<file path="src/rtl/edge_pkg.sv">
// Shared types and defaults for the edge-detection front end.
package edge_pkg;

  typedef enum logic [1:0] {
    Idle,
    Load,
    Done
  } loader_state_t;

  localparam int unsigned PIX_W_DEF = 12;
  localparam int unsigned IMG_W_DEF = 160;
  localparam int unsigned IMG_H_DEF = 120;

  // Counter width for a range of n values; never narrower than one bit.
  function automatic int unsigned clog2_min1(input int unsigned n);
    return (n > 2) ? int'($clog2(n)) : 1;
  endfunction

endpackage

</file>
<file path="src/rtl/pulse_sync.sv">
// Multi-flop synchronizer followed by a registered rising-edge detector.
// The output pulse is one clk cycle wide.
module pulse_sync #(
  parameter int unsigned SYNC_STAGES = 2
) (
  input  logic clk,
  input  logic nreset,
  input  logic din,
  output logic pulse
);

  logic [SYNC_STAGES-1:0] sync_q;
  logic                   last_q;
  logic                   pulse_q;

  always_ff @(posedge clk or negedge nreset) begin
    if (!nreset) begin
      sync_q  <= '0;
      last_q  <= 1'b0;
      pulse_q <= 1'b0;
    end else begin
      sync_q  <= {sync_q[SYNC_STAGES-2:0], din};
      last_q  <= sync_q[SYNC_STAGES-1];
      pulse_q <= sync_q[SYNC_STAGES-1] & ~last_q;
    end
  end

  assign pulse = pulse_q;

endmodule

</file>
<file path="src/rtl/spi_pixel_loader.sv">
// Moves SPI pixel words into the clk domain and writes them row-major into the frame buffer.
// Define SPI_LOADER_OVERRUN_CNT_EN to build the saturating overrun counter.
module spi_pixel_loader
  import edge_pkg::*;
#(
  parameter int unsigned IMG_W       = IMG_W_DEF,
  parameter int unsigned IMG_H       = IMG_H_DEF,
  parameter int unsigned PIX_W       = PIX_W_DEF,
  parameter int unsigned SYNC_STAGES = 2,
  localparam int unsigned ADDR_W     = $clog2(IMG_W * IMG_H)
) (
  input  logic              clk,
  input  logic              nreset,
  input  logic [PIX_W-1:0]  spi_data,
  input  logic              spi_we,
  input  logic              frame_start,
  input  logic              mem_ready,
  output logic              mem_we,
  output logic [ADDR_W-1:0] mem_addr,
  output logic [PIX_W-1:0]  mem_wdata,
  output logic              busy,
  output logic              frame_done,
  output logic              overrun,
  output logic [7:0]        overrun_cnt
);

  localparam int unsigned COL_W = clog2_min1(IMG_W);
  localparam int unsigned ROW_W = clog2_min1(IMG_H);

  loader_state_t state_q, state_d;

  logic              pix_evt;
  logic              mem_we_q, mem_we_d;
  logic [ADDR_W-1:0] addr_q, addr_d;
  logic [PIX_W-1:0]  wdata_q, wdata_d;
  logic [COL_W-1:0]  col_q, col_d;
  logic [ROW_W-1:0]  row_q, row_d;
  logic              frame_done_q, frame_done_d;
  logic              overrun_q, overrun_d;

  logic transfer;
  logic last_pix;
  logic in_load;
  logic accept;
  logic drop;

  // spi_data is left unsynchronized: the clock ratio keeps it stable across pix_evt.
  pulse_sync #(
    .SYNC_STAGES(SYNC_STAGES)
  ) u_we_sync (
    .clk   (clk),
    .nreset(nreset),
    .din   (spi_we),
    .pulse (pix_evt)
  );

  assign transfer = mem_we_q & mem_ready;
  assign last_pix = (col_q == COL_W'(IMG_W - 1)) && (row_q == ROW_W'(IMG_H - 1));
  assign in_load  = (state_q == Load) && !frame_start;

  // A pixel arriving on the transfer edge is taken, unless that transfer ends the frame.
  assign accept = in_load && pix_evt && (!mem_we_q || (transfer && !last_pix));
  assign drop   = in_load && pix_evt && mem_we_q && !transfer;

  // FSM state register
  always_ff @(posedge clk or negedge nreset) begin
    if (!nreset) begin
      state_q <= Idle;
    end else begin
      state_q <= state_d;
    end
  end

  // FSM next state
  always_comb begin
    state_d = state_q;
    unique case (state_q)
      Idle: if (frame_start) state_d = Load;
      Load: if (!frame_start && transfer && last_pix) state_d = Done;
      Done: if (frame_start) state_d = Load;
      default: state_d = Idle;
    endcase
  end

  // FSM outputs
  always_comb begin
    busy       = (state_q == Load);
    mem_we     = mem_we_q;
    mem_addr   = addr_q;
    mem_wdata  = wdata_q;
    frame_done = frame_done_q;
    overrun    = overrun_q;
  end

  // Capture, address counters and handshake
  always_comb begin
    mem_we_d     = mem_we_q;
    addr_d       = addr_q;
    wdata_d      = wdata_q;
    col_d        = col_q;
    row_d        = row_q;
    frame_done_d = frame_done_q;
    overrun_d    = overrun_q;

    if (frame_start) begin
      mem_we_d     = 1'b0;
      addr_d       = '0;
      col_d        = '0;
      row_d        = '0;
      frame_done_d = 1'b0;
      overrun_d    = 1'b0;
    end else if (state_q == Load) begin
      if (transfer) begin
        mem_we_d = 1'b0;
        if (last_pix) begin
          // Hold the final address; the frame never wraps.
          frame_done_d = 1'b1;
        end else begin
          addr_d = addr_q + ADDR_W'(1);
          if (col_q == COL_W'(IMG_W - 1)) begin
            col_d = '0;
            row_d = row_q + ROW_W'(1);
          end else begin
            col_d = col_q + COL_W'(1);
          end
        end
      end
      if (accept) begin
        mem_we_d = 1'b1;
        wdata_d  = spi_data;
      end
      if (drop) begin
        overrun_d = 1'b1;
      end
    end
  end

  always_ff @(posedge clk or negedge nreset) begin
    if (!nreset) begin
      mem_we_q     <= 1'b0;
      addr_q       <= '0;
      wdata_q      <= '0;
      col_q        <= '0;
      row_q        <= '0;
      frame_done_q <= 1'b0;
      overrun_q    <= 1'b0;
    end else begin
      mem_we_q     <= mem_we_d;
      addr_q       <= addr_d;
      wdata_q      <= wdata_d;
      col_q        <= col_d;
      row_q        <= row_d;
      frame_done_q <= frame_done_d;
      overrun_q    <= overrun_d;
    end
  end

`ifdef SPI_LOADER_OVERRUN_CNT_EN
  logic [7:0] ovr_cnt_q;

  always_ff @(posedge clk or negedge nreset) begin
    if (!nreset) begin
      ovr_cnt_q <= '0;
    end else if (frame_start) begin
      ovr_cnt_q <= '0;
    end else if (drop && (ovr_cnt_q != 8'hff)) begin
      ovr_cnt_q <= ovr_cnt_q + 8'd1;
    end
  end

  assign overrun_cnt = ovr_cnt_q;
`else
  assign overrun_cnt = 8'd0;
`endif

endmodule
</file>
<file path="config.mk">
export PLATFORM = sky130hd
export DESIGN_NAME = spi_pixel_loader
export DESIGN_NICKNAME = d
export VERILOG_FILES = /design/src/rtl/edge_pkg.sv /design/src/rtl/pulse_sync.sv /design/src/rtl/spi_pixel_loader.sv
export SDC_FILE = /design/constraint.sdc
export NUM_CORES = 1
export LEC_CHECK = 0
export CAP_MARGIN = 20
export CORE_ASPECT_RATIO = 2
export CORE_MARGIN = 2
export CORE_UTILIZATION = 45
export CTS_BUF_LIST = sky130_fd_sc_hd__clkbuf_4
export CTS_CLUSTER_SIZE = 40
export DETAILED_ROUTE_END_ITERATION = 6
export HOLD_SLACK_MARGIN = 0.15
export PLACE_DENSITY = 0.76
export SLEW_MARGIN = 20
export SYNTH_ARGS = -nofsm -noshare
export SYNTH_HDL_FRONTEND = slang
export SYNTH_HIERARCHICAL = 1
export SYNTH_SLANG_ARGS = --single-unit
</file>
<file path="constraint.sdc">
create_clock -name clk -period 2.01 [get_ports clk]
set_input_delay 0.402 -clock clk [delete_from_list [all_inputs] [get_ports clk]]
set_output_delay 0.402 -clock clk [all_outputs]
set_load 0.01 [all_outputs]
</file>
=== Yosys cells after proc, flatten, opt, wreduce, memory -nomap -nowiden ===
Index checks and enable logic that the tools add are counted.

* Register bits: 51
* Latch bits: 0
* Bits in writable memories: 0
* Bits in read-only memories: 0
* Input bits: 17
* Output and inout port bits: 39
* Logic and storage cells: 82
* Memories: 0

* $add $sub $neg: 3
* Multipliers: 0
* Divide/modulo/power cells: 0
* Magnitude comparators: 0
* Equal/unequal tests: 7
* Shifts and indexed selects: 0
* Mux-type cells: 28
* Bitwise operators: 4
* Reduce and logical (&&, ||, !) cells: 29

{| class="wikitable"
|+ Operators by type and width
! cell !! number
|-
| $mux W15 || 4
|-
| $mux W8 || 5
|-
| $mux W7 || 5
|-
| $add A15 B1 Y15 const B || 1
|-
| $mux W1 || 11
|-
| $reduce_bool A2 Y1 || 5
|-
| $logic_and A1 B1 Y1 || 9
|-
| $reduce_and A3 Y1 || 3
|-
| $add A8 B1 Y8 const B || 1
|-
| $eq A8 B8 Y1 const B || 1
|-
| $add A7 B1 Y7 const B || 1
|-
| $eq A7 B7 Y1 const B || 1
|-
| $reduce_and A2 Y1 || 3
|-
| $logic_not A1 Y1 || 4
|-
| $mux W2 || 2
|-
| $ne A2 B1 Y1 const B || 2
|-
| $pmux W2 S2 || 1
|-
| $reduce_and A4 Y1 || 1
|-
| $reduce_bool A3 Y1 || 1
|-
| $and A1 B1 Y1 || 2
|-
| $eq A2 B1 Y1 const B || 1
|-
| $eq A2 B2 Y1 const B || 1
|-
| $logic_not A2 Y1 || 1
|-
| $ne A2 B2 Y1 const B || 1
|-
| 3 further kinds || 4
|}

=== Depth between registers and ports, before layout ===
Gate-level depths: netlist of run 1.

* Depth in word-level cells: 9
* Depth in mapped cells: 7

=== Hierarchy ===
Netlist of run 1, hierarchy kept.

{| class="wikitable"
|+ Modules (own cells, without submodules)
! module !! times used !! cells an instance !! area an instance (um^2) !! seq. area each (um^2)
|-
| spi_pixel_loader || 1 || 221 || 2,334.7 || 1,176.1
|-
| pulse_sync || 1 || 5 || 113.9 || 100.1
|}

=== Worst setup path after synthesis of run 1 ===
No wires, ideal clock.

* Path kind: reg-to-reg
* Start point: register col_q[5]
* End point: register wdata_q[10] (netlist: mem_wdata[10])
* Setup time: 125 ps
* Arrival: 1,789 ps
* Required time: 1,885 ps
* Path slack: 97 ps
* Stages on the path, launching flop included: 7
* Buffers on the path: 1
* Clock period less this slack: 1,913 ps
* Cells stage by stage: dfrtp_1 > or3b_4 > nor4_1 > o21ai_1 > nand4_1 > buf_6 > mux2_2

* Word-level cells in the longest chain between the ends: 7

{| class="wikitable"
|+ Ends and longest elaborated chain
! what !! line !! source
|-
| start: declaration || spi_pixel_loader.sv:36 || <nowiki>logic [COL_W-1:0] col_q, col_d;</nowiki>
|-
| start signal: assignment || spi_pixel_loader.sv:151 || <nowiki>col_q <= col_d;</nowiki>
|-
| $eq A8 B8 Y1 || spi_pixel_loader.sv:58 || <nowiki>assign last_pix = (col_q == COL_W'(IMG_W - 1)) && (row_q == ROW_W'(IMG_H - 1));</nowiki>
|-
| $logic_and A1 B1 Y1 || spi_pixel_loader.sv:58 ||
|-
| $logic_not A1 Y1 || spi_pixel_loader.sv:62 || <nowiki>assign accept = in_load && pix_evt && (!mem_we_q || (transfer && !last_pix));</nowiki>
|-
| $logic_and A1 B1 Y1 || spi_pixel_loader.sv:62 ||
|-
| $logic_or A1 B1 Y1 || spi_pixel_loader.sv:62 ||
|-
| $logic_and A1 B1 Y1 || spi_pixel_loader.sv:62 ||
|-
| $reduce_and A3 Y1 (no line) || -- ||
|-
| end signal: assignment || spi_pixel_loader.sv:150 || <nowiki>wdata_q <= wdata_d;</nowiki>
|-
| end: declaration || spi_pixel_loader.sv:35 || <nowiki>logic [PIX_W-1:0] wdata_q, wdata_d;</nowiki>
|}

No other way between the ends.
A chain may end at the register's enable or synchronous reset.

=== Worst setup path in the final report of run 1 ===
* Start point: register col_q[6]
* End point: register wdata_q[5] (netlist: mem_wdata[5])

Same word-level chain as after synthesis.

==> results of run 1 <==
[per-layer routing]
metal  vias to the layer above  track usage  wire [um]
met3                         8       0.0383        202
met2                        47        0.314       2810
met1                       961        0.234       2270
met4                         0       0.0510         68
li1                        932            -          -
met5                         -            0          0
[logic make-up after synthesis]
family | after synthesis | synth area share
buf+inv | 20 | 0.0521
other cells | 1 | 0.00153
xor+xnor | 19 | 0.0680
fa+ha+maj | 3 | 0.0153
flops | 51 | 0.521
simple gates | 98 | 0.225
mux | 15 | 0.0685
compound gates | 19 | 0.0485
[synthesized netlist by cell type (2+ instances only)]
master	instances
o31ai_1	2
nand3_1	10
dfrtp_1	51
nor3b_1	5
buf_4	8
or3_1	2
clkbuf_1	3
nand2_1	16
and2_1	2
o22ai_1	2
mux2_2	14
nand4_1	5
ha_1	3
nor2b_1	3
and3_1	5
o21ai_0	8
buf_6	3
inv_1	6
nor4_1	2
nor3_1	12
nor2_1	23
xnor2_1	19
[critical path, cell delays in order (launching register included)]
cell and delay [ps]:
dfrtp_1 410, or3b_4 420, nor4_2 290, o21ai_1 90, nand4_1 150, buf_12 160
mux2_2 340
[stage by stage]
| stage | instances | TNS (ps) | util | worst slack, ps |
|---|---|---|---|---|
| after floorplan | 233 | 0 | - | 96.7 |
| after global placement | 354 | -701 | 0.588 | -103 |
| after detailed placement | 354 | -1840 | 0.588 | -146 |
| after CTS | 363 | 0 | 0.601 | 13.7 |
| after global routing | 368 | -600 | 0.614 | -41.2 |
| final | 368 | 0 | 0.614 | 49.1 |
[final cells by class]
type	count	area, um^2	area share
Tap cell	60	75.1	0.0230
Sequential cell	51	1280	0.390
Timing Repair Buffer	81	743	0.227
Inverter	6	22.5	0.00689
Clock inverter	2	7.51	0.00230
Multi-Input combinational cell	162	1100	0.337
Clock buffer	6	45.0	0.0138
[timing repair]
item | in CTS | in global routing
hold endpoints to repair | 51 | 0
gates resized for setup | 1 | 9
setup endpoints to repair | 12 | 28
buffers inserted | 0 | 4
pin swaps | 0 | 5
cloned | 0 | 1
hold buffers | 1 | 0
[power groups by stage]
stage / sequential, uW / clock, uW / combinational (uW)
detailed placement: 1190 / 0 / 419
global route: 1190 / 497 / 475
floorplan: 1210 / 0 / 157
CTS: 1170 / 473 / 422
finish: 1170 / 456 / 430
global placement: 1190 / 0 / 411
[sequential cells by signal, summed over array words and instances (netlist names)]
name	cells
mem_addr	15
mem_wdata	12
col_q	8
row_q	7
state_q	2
u_we_sync/sync_q	2
frame_done	1
mem_we	1
overrun	1
u_we_sync/last_q	1
u_we_sync/pulse	1
[cells in the final DEF (no fill, tap or decap), types with 2 or more instances in the layout]
cell,count
dfrtp_1,51
clkdlybuf4s50_1,46
buf_4,30
nor2_1,23
xnor2_1,19
nand2_1,16
mux2_2,14
nor3_1,11
nand3_1,10
o21ai_0,8
conb_1,8
inv_1,6
clkbuf_4,6
nand4_1,5
and3_1,5
nor3b_1,5
and2_1,2
o31ai_1,2
nor4b_2,2
nor2b_1,2
or3_1,2
ha_1,2
clkinv_1,2
buf_6,2
[path summary, 6_finish.rpt]
check                           slack [ps]                          start                       endpoint
worst max-delay path                    50           col_q[6]$_DFFE_PN0P_       mem_wdata[5]$_DFFE_PN0P_
min in group asynchronous              640                         nreset           col_q[1]$_DFFE_PN0P_
worst max register to register          50           col_q[6]$_DFFE_PN0P_       mem_wdata[5]$_DFFE_PN0P_
worst min-delay path                   380  u_we_sync/sync_q[0]$_DFF_PN0_  u_we_sync/sync_q[1]$_DFF_PN0_
max in group asynchronous              940                         nreset       mem_wdata[7]$_DFFE_PN0P_
worst min register to register         380  u_we_sync/sync_q[0]$_DFF_PN0_  u_we_sync/sync_q[1]$_DFF_PN0_
==> reports/results.env, run 1 <==
SLEW_VIOL_FINAL=0
CTS_ROOT_BUFFER='clkbuf_4'
HPWL_UM=3820
DRT-PASS1-ITER-COUNT=4
FINALPOWER_uW=2060
SYNTH_TOP_AREA_FRAC=0.521
SYNTH_SEQUENTIAL_AREA_RATIO=0.521
POSTROUTEANTENNANETS=0
TIMING_WORST_SLEW_PIN_VALUE_PS=632
LAYOUT.FILLER_CELLS=451
POSTPLACECELLAREA_UM2=3130
SYNTH_EDF_COUNT=0
SYNTH.FF_LATCH_COUNT=51
VIASPERCELL=5.29
YOSYSUNIQUECELLTYPES=44
FLOORPLAN_DIE_WIDTH_UM=56.2
SYNTHTOPCELLSBYAREA='dfrtp_1 52%, xnor2_1 6.8%, mux2_2 6.4%, nor2_1 3.5%, nor3_1 2.5%'
DESIGN.DIE.AREA_UM2=6080
GRT_FIRST_PASS_WIRELENGTH_UM=8910
AREA_DELTA_SYNTH_FINAL_PCT=33.6
NET-SWITCHING-POWER_uW=548
CLOCK-SKEW-FINAL_PS=11.3
INTERNAL_POWER_uW=1510
IR_DROP_mV=0.542
CLOCK_BUFFERS_CREATED_BY_TRITONCTS=5
WL_PER_CELL_UM=14.5
ROUTE.DETAILED.DRC=0
SYNTH_FF_TYPE='dfrtp_1'
ROUTED_WL_UM=5350
WORST_R2R_PATH_DEPTH=6
DRT_ITER0_DRC=36
SLEW_HEADROOM=0.579
WORST_SETUP_PATH_END_KIND='flip-flop'
ASYNCSETRESETFLOPFRACSYNTH=1.00
P_LEAK_uW=0.00142
VIAS=1948
SYN_AREA_PER_CELL_UM2=10.8
GRT_START_MAX_NET_PINS=52
TIMING.SETUP.CRITICAL_PATH_CLASS='flip-flop to flip-flop'
CLK-INSERTION-DELAY-LATE_PS=370
FINAL-SETUP-VIOL-COUNT=0
GRT_REMAINING_OVERFLOW=0
CTS_MAX_LEVEL=2
HOLDPATHSTAGES=0
MAXCLOCKFREQUENCY_MHz=510
CRITICAL_PATH_ARRIVAL_PS=2230
RUN_STATUS='completed'
INSTANCE_COUNT_OF_THE_MAPPED_NETLIST=226
REPORTED_MAX_CAP_VIOLATION_COUNT=0
CORE_AREA_UM2=5330
CTS_TREE='built'
SYNTH_AREA_LEADER_CELL='dfrtp_1'
FRACTION_OF_LAYOUT_INSTANCES_USING_A_DRIVE_STRENGTH_ABOVE_1=0.221
TIMING.CRITICAL_PATH.FANOUT_MAX=13
FINAL.PERIOD_UTILIZATION=0.976
SHARE_COMB_OF_TOTAL_POWER=0.209
NUMBER_OF_GLOBAL_ROUTE_VIAS_BEFORE_REPAIR=1973
NUMPORTBUFFERS=47
SETUP_REPAIR_AFTER_GLOBAL_ROUTING_MISSED_ITS_MARGIN='yes'
WHS_PS=381
PWR-SHARE-SEQ=0.569
CLKSINKCOUNT=51
POST_SYNTH_INSTANCE_AREA_UM2=2450
P_CLK_FRAC=0.222
SWITCH_SHARE=0.266
CTS_MAX_PATH_BUFFERS=2
WORST_HOLD_PATH_TYPE='flip-flop to flip-flop'
ROWS=38
POWERDENSITY_nW_PER_UM2=629
TIME_THE_FINAL_WORST_PATH_NEEDS_WITH_I_O_DELAYS_AND_SETUP_PS=1960
CRITICAL_PATH_REQUIRED_PS=2280
POST-ROUTE-CELL-AREA_UM2=3270
YS.WARNINGS.COUNT=6
IO-PIN-COUNT=56
GRT_USE_TOTAL=0.184
HOLD_VIOL=0
FINISH.NET_COUNT=327
CLKTRANSATPATHREGS_PS=140
FLOORPLAN.DIE.HEIGHT_UM=108
WORST_SETUP_PATH_START_KIND='flip-flop'
INITIAL_UTILIZATION=0.460
GRT_ANTENNA_BEFORE_REPAIR=0
INSERTEDDIODECOUNT=0
GPL.FINAL_WEIGHTED_CONGESTION=0.838
Note: power is estimated with default switching activity, not from simulation.
==> inputs of run 2 (changes only) <==
Settings changed: CORE_UTILIZATION 45 to 30, PLACE_DENSITY 0.76 to 0.54, REMOVE_ABC_BUFFERS from default to 1.
==> reports/results.env, run 2 (synthesized netlist as in run 1, its figures left out) <==
RUN_STATUS='completed'
WL_PER_CELL_UM=14.0
WORST_SETUP_PATH_START_KIND='flip-flop'
FLOORPLAN_DIE_WIDTH_UM=67.9
CTS_ROOT_BUFFER='clkbuf_4'
CLKSINKCOUNT=51
DRT_ITER0_DRC=51
PLACE_WORST_SETUP_SLACK_PS=-195
WORST_FLOP_TO_FLOP_PATH_ENDPOINT='mem_wdata[2]$_DFFE_PN0P_'
ROUTED_WL_UM=5850
REPORTED_MAX_CAP_VIOLATION_COUNT=0
SEQUENTIAL_CELL_AREA_UM2=1280
LAYOUT.FILLER_CELLS=788
ENDPOINT='mem_wdata[2]$_DFFE_PN0P_'
MAXCLOCKFREQUENCY_MHz=505
GRT_FIRST_PASS_WIRELENGTH_UM=9630
FLOORPLAN.DIE.HEIGHT_UM=132
GRT_ANTENNA_BEFORE_REPAIR=0
DRT-PASS1-ITER-COUNT=4
SETUP.REG_TO_REG.WORST_SLACK_PS=30
ROUTE.DETAILED.DRC=0
MOST_COMMON_CELL_AFTER_LAYOUT_FILL_AND_TAPS_ASIDE='dfrtp_1'
FOOTPRINT_OF_THE_MULTI_INPUT_GATES_UM2=1150
GPL.FINAL_WEIGHTED_CONGESTION=0.760
PATH_BUF_INV=2
P_LEAK_uW=0.00157
CORE_AREA_UM2=7940
POSTROUTEANTENNANETS=0
CPLARGESTDELAYFAMILY='simple AND/OR/NAND/NOR gates'
WORST_PATH_MAX_DELAY_CELL='dfrtp_1'
NUMPORTBUFFERS=47
SLEW_VIOL_FINAL=0
IO-PIN-COUNT=56
STARTPOINT_OF_THE_LOWEST_SLACK_REGISTER_TO_REGISTER_PATH='col_q[0]$_DFFE_PN0P_'
TIME_THE_FINAL_WORST_PATH_NEEDS_WITH_I_O_DELAYS_AND_SETUP_PS=1980
CLK-INSERTION-DELAY-LATE_PS=390
SETUP_REPAIR_AFTER_GLOBAL_ROUTING_MISSED_ITS_MARGIN='yes'
ROWS=46
HOLD_VIOL=0
CLOCK_BUFFERS_CREATED_BY_TRITONCTS=5
INITIAL_UTILIZATION=0.308
WHS_PS=372
WORST_SETUP_PATH_END_KIND='flip-flop'
CTS_TREE='built'
FINAL.PERIOD_UTILIZATION=0.985
POWERDENSITY_nW_PER_UM2=618
CLKTRANSATPATHREGS_PS=150
CLOCK-SKEW-FINAL_PS=17.4
TIMING.SETUP.CRITICAL_PATH_CLASS='flip-flop to flip-flop'
SETUP.WORST_PATH.START='col_q[0]$_DFFE_PN0P_'
CTS_MAX_PATH_BUFFERS=2
TIMING.CRITICAL_PATH.FANOUT_MAX=6
LAYOUT.CELLS.MOST_COMMON_LIST='51 x dfrtp_1, 46 x clkdlybuf4s50_1, 40 x buf_4'
CRITICAL-PATH-TOP-CELL-BY-COUNT='nand4_1'
CTS_MAX_LEVEL=2
WORST_R2R_PATH_DEPTH=8
LARGEST_REG_FLOPS=15
FINISH.NET_COUNT=340
INSERTEDDIODECOUNT=0
CRITICAL_PATH_ARRIVAL_PS=2260
WORST_HOLD_PATH_TYPE='flip-flop to flip-flop'
HPWL_UM=4250
IR_DROP_mV=0.510
FRACTION_OF_LAYOUT_INSTANCES_USING_A_DRIVE_STRENGTH_ABOVE_1=0.265
GRT_REMAINING_OVERFLOW=0
DESIGN.DIE.AREA_UM2=8940
GRT_USE_TOTAL=0.140
NUMBER_OF_GLOBAL_ROUTE_VIAS_BEFORE_REPAIR=2028
VIASPERCELL=4.69
VIAS=1955
CRIT_PATH_MAX_INCR_DELAY_PS=390
FINAL-SETUP-VIOL-COUNT=0
GRT_START_MAX_NET_PINS=25
PATH_DEPTH=8
AREA_DELTA_SYNTH_FINAL_PCT=43.0
CP_CELL_SEQUENCE='ha_2, nand4_1, nor4_2, buf_4, o21ai_2, nand4_1, clkbuf_16, mux2_4'
CRITICAL_PATH_REQUIRED_PS=2290
FRACTION_OF_THE_CORE_AREA_COVERED_BY_CELLS_AT_THE_END_OF_THE_FLOW=0.441
WORST_SLACK_PS=31.0
## run 2: cell type report
cell class                 count  area share
sequential                    51       0.364
multi-input combinational    162       0.329
timing repair buffer          94       0.250
tap                           96      0.0343
clock buffer                   5      0.0107
inverter                       6     0.00643
clock inverter                 3     0.00536
## run 2: through the flow
step	TNS (ps)	std cells	total power, uW	instance area (um^2)
floorplan	-236	219	1350	2370
CTS	-289	414	2160	3380
global placement	-2100	404	1640	3300
global route	-500	417	2300	3500
finish	0	417	2170	3500
detailed placement	-2930	404	1650	3300
## run 2: power by group
part           internal [uW]  switching, uW  total, uW
sequential              1110           58.4       1170
combinational            314            198        512
clock                    138            349        486
total                   1560            605       2170
## run 2: worst min path at each step
stage | start | end | cells past startpoint
2_1_floorplan | nreset | col_q[0]$_DFFE_PN0P_ | 0
3_3_place_gp | u_we_sync/sync_q[0]$_DFF_PN0_ | u_we_sync/sync_q[1]$_DFF_PN0_ | 0
3_5_place_dp | u_we_sync/sync_q[0]$_DFF_PN0_ | u_we_sync/sync_q[1]$_DFF_PN0_ | 0
4_1_cts | u_we_sync/sync_q[0]$_DFF_PN0_ | u_we_sync/sync_q[1]$_DFF_PN0_ | 0
5_1_grt | u_we_sync/sync_q[0]$_DFF_PN0_ | u_we_sync/sync_q[1]$_DFF_PN0_ | 0
6_report | u_we_sync/sync_q[0]$_DFF_PN0_ | u_we_sync/sync_q[1]$_DFF_PN0_ | 0
## run 2: per-layer routing
metal / vias up / global-route usage / routed length (um)
met1: 931 / 0.162 / 2350
met4: 0 / 0.0500 / 98
met3: 6 / 0.0325 / 272
li1: 963 / - / -
met2: 55 / 0.244 / 3130
met5: - / 0 / 0
## run 2: what timing repair did
item	CTS	global route
pin swaps	0	5
setup buffers	1	3
endpoints found under the setup margin	13	25
gates cloned	0	1
hold buffers	1	0
gates resized for setup	1	23
hold endpoints to repair	15	0
==> inputs of run 3 (changes only) <==
Settings changed: CAP_MARGIN 20 to 15, GPL_TIMING_DRIVEN from default to 0, SYNTH_HIERARCHICAL 1 to default.
==> reports/results.env, run 3 <==
SYNTH_AREA_LEADER_CELL='dfrtp_1'
POST_SYNTH_INSTANCE_AREA_UM2=2680
CRITICAL_PATH_REQUIRED_PS=2290
DRT_ITER0_DRC=64
FINALPOWER_uW=2180
WORST_HOLD_PATH_TYPE='input port to flip-flop'
CLOCK_BUFFERS_CREATED_BY_TRITONCTS=5
MAXCLOCKFREQUENCY_MHz=515
SYNTH_EDF_COUNT=0
TIMING.CRITICAL_PATH.FANOUT_MAX=18
SETUP_REPAIR_AFTER_GLOBAL_ROUTING_MISSED_ITS_MARGIN='no'
CLKSINKCOUNT=51
SWITCH_SHARE=0.272
GPL.FINAL_WEIGHTED_CONGESTION=0.745
WORST_PATH_MAX_DELAY_CELL='dfrtp_2'
FLOORPLAN.DIE.HEIGHT_UM=138
FINAL.SETUP.TNS_PS=0
IR_DROP_mV=0.625
INSTANCE_COUNT_OF_THE_MAPPED_NETLIST=246
LARGEST_REG_FLOPS=15
CLK-INSERTION-DELAY-LATE_PS=390
INITIAL_UTILIZATION=0.310
SYNTH_SEQUENTIAL_AREA_RATIO=0.476
YS.WARNINGS.COUNT=0
CLOCK-SKEW-FINAL_PS=17.7
CTS_MAX_PATH_BUFFERS=2
VIAS=2119
FLOORPLAN_DIE_WIDTH_UM=70.9
TIMING_WORST_SLEW_PIN_VALUE_PS=676
GRT_REMAINING_OVERFLOW=0
MOST_COMMON_CELL_AFTER_LAYOUT_FILL_AND_TAPS_ASIDE='dfrtp_1'
P_CLK_FRAC=0.283
SLEW_VIOL_FINAL=0
CTS_MAX_LEVEL=2
CTS_TREE='built'
GRT_ANTENNA_BEFORE_REPAIR=1
GRT_FIRST_PASS_WIRELENGTH_UM=10400
CORE_AREA_UM2=8650
SYNTH_MOST_COMMON_CELL='dfrtp_1'
LAYOUT.CELLS.MOST_COMMON_LIST='48 x dfrtp_1, 43 x clkdlybuf4s50_1, 22 x a21oi_1'
TIME_THE_FINAL_WORST_PATH_NEEDS_WITH_I_O_DELAYS_AND_SETUP_PS=1940
POSTPLACECELLAREA_UM2=3200
GRT_USE_TOTAL=0.133
PWR-SHARE-SEQ=0.531
FRACTION_OF_LAYOUT_INSTANCES_USING_A_DRIVE_STRENGTH_ABOVE_1=0.197
FINAL.PERIOD_UTILIZATION=0.966
WORST_SETUP_PATH_START_KIND='flip-flop'
IO-PIN-COUNT=56
SYN_AREA_PER_CELL_UM2=10.9
YOSYSUNIQUECELLTYPES=48
SYNTHTOPCELLSBYAREA='dfrtp_1 48%, mux2_2 6.3%, o31ai_1 5.0%, or4_1 5.0%, a21oi_1 4.1%'
DRT-PASS1-ITER-COUNT=4
VIASPERCELL=5.30
POSTROUTEANTENNANETS=0
FRACTION_OF_THE_CORE_AREA_COVERED_BY_CELLS_AT_THE_END_OF_THE_FLOW=0.401
SLEW_HEADROOM=0.549
HOLD_VIOL=0
SHARE_COMB_OF_TOTAL_POWER=0.186
WHS_PS=295
ROUTED_WL_UM=6170
ROUTE.DETAILED.DRC=0
HPWL_UM=4240
TIMING.SETUP.CRITICAL_PATH_CLASS='flip-flop to flip-flop'
POST-ROUTE-CELL-AREA_UM2=3460
LAYOUT.FILLER_CELLS=896
CRITICAL_PATH_ARRIVAL_PS=2230
ROWS=48
POWERDENSITY_nW_PER_UM2=628
CLKTRANSATPATHREGS_PS=160
AREA_DELTA_SYNTH_FINAL_PCT=29.2
SYNTH_COMMON_CELLS='51 x dfrtp_1, 22 x a21oi_1, 18 x o31ai_1, 18 x or4_1, 15 x mux2_2'
INTERNAL_POWER_uW=1590
CTS_ROOT_BUFFER='clkbuf_4'
NUMBER_OF_GLOBAL_ROUTE_VIAS_BEFORE_REPAIR=2169
P_LEAK_uW=0.00133
CRIT_PATH_MAX_INCR_DELAY_PS=440
NET-SWITCHING-POWER_uW=591
FINISH.NET_COUNT=318
WL_PER_CELL_UM=15.4
RUN_STATUS='completed'
GRT_START_MAX_NET_PINS=52
SYNTH.FF_LATCH_COUNT=51
SYNTH_FF_TYPE='dfrtp_1'
SYNTH_TOP_AREA_FRAC=0.476
CP_CELL_SEQUENCE='ha_4, nand4bb_4, nor4_4, buf_6, buf_8, nor4b_4, mux2_2'
DESIGN.DIE.AREA_UM2=9760
NUMPORTBUFFERS=47
WORST_SETUP_PATH_END_KIND='flip-flop'
REPORTED_MAX_CAP_VIOLATION_COUNT=0
ASYNCSETRESETFLOPFRACSYNTH=1.00
FINAL-SETUP-VIOL-COUNT=0
[run 3: worst max-delay path, delay by kind of cell, from the launching register on]
family | cells | cell delay, ps
buf+inv | 2 | 350
simple gates | 3 | 570
fa+ha+maj | 1 | 180
mux | 1 | 280
flops | 1 | 440
[run 3: routing by layer]
layer,vias up,global-route usage,routed length [um]
li1,1016,-,-
met1,1051,0.137,2280
met2,45,0.251,3480
met3,7,0.0285,262
met4,0,0.0629,157
met5,-,0,0
[run 3: power groups by stage]
stage	sequential, uW	combinational [uW]	clock, uW
2_1_floorplan	1200	122	0
3_3_place_gp	1180	373	0
3_5_place_dp	1180	381	0
4_1_cts	1150	410	643
5_1_grt	1170	439	679
6_report	1160	405	616
[run 3: cell type report]
type,count,area [um^2],share of cell area
multi-input combinational,172,1340,0.387
sequential,51,1280,0.369
timing repair buffer,60,604,0.174
tap,100,125,0.0361
clock inverter,3,43.8,0.0126
clock buffer,5,37.5,0.0108
inverter,8,30.0,0.00867
antenna,1,2.50,0.000722
[run 3: timing repair]
item / in CTS / in global routing
gates resized for setup: 14 / 7
buffers inserted: 4 / 5
hold buffers: 1 / 0
endpoints found under the hold margin: 51 / 0
pin swaps: 2 / 4
endpoints found under the setup margin: 42 / 31
[run 3: cell families after synthesis]
group | count (synthesis) | share of synthesized area
AOI/OAI and AO/OA | 65 | 0.175
xor gates and xnor gates | 1 | 0.00327
adders and majority gates | 3 | 0.0140
buffers and inverters | 30 | 0.0686
DFF | 51 | 0.476
muxes | 15 | 0.0630
other | 1 | 0.00140
and+or+nand+nor | 80 | 0.199
[run 3: worst paths after layout]
path | start | to | slack [ps] | depth (start not counted)
setup / recovery | col_q[0]$_DFFE_PN0P_ | mem_addr[14]$_DFFE_PN0P_ | 70 | 7
hold / removal | frame_start | mem_addr[10]$_DFFE_PN0P_ | 290 | 2
setup reg to reg | col_q[0]$_DFFE_PN0P_ | mem_addr[14]$_DFFE_PN0P_ | 70 | 7
hold reg to reg | u_we_sync.sync_q[0]$_DFF_PN0_ | u_we_sync.sync_q[1]$_DFF_PN0_ | 380 | 0
max in group asynchronous | nreset | row_q[3]$_DFFE_PN0P_ | 970 | 2
min in group asynchronous | nreset | mem_addr[10]$_DFFE_PN0P_ | 560 | 2
[run 3: metrics by stage]
step | setup WS (ps) | cells
floorplan | -868 | 231
global placement | -3150 | 378
detailed placement | -712 | 381
CTS | -30.0 | 394
global route | 0.178 | 400
finish | 67.5 | 400
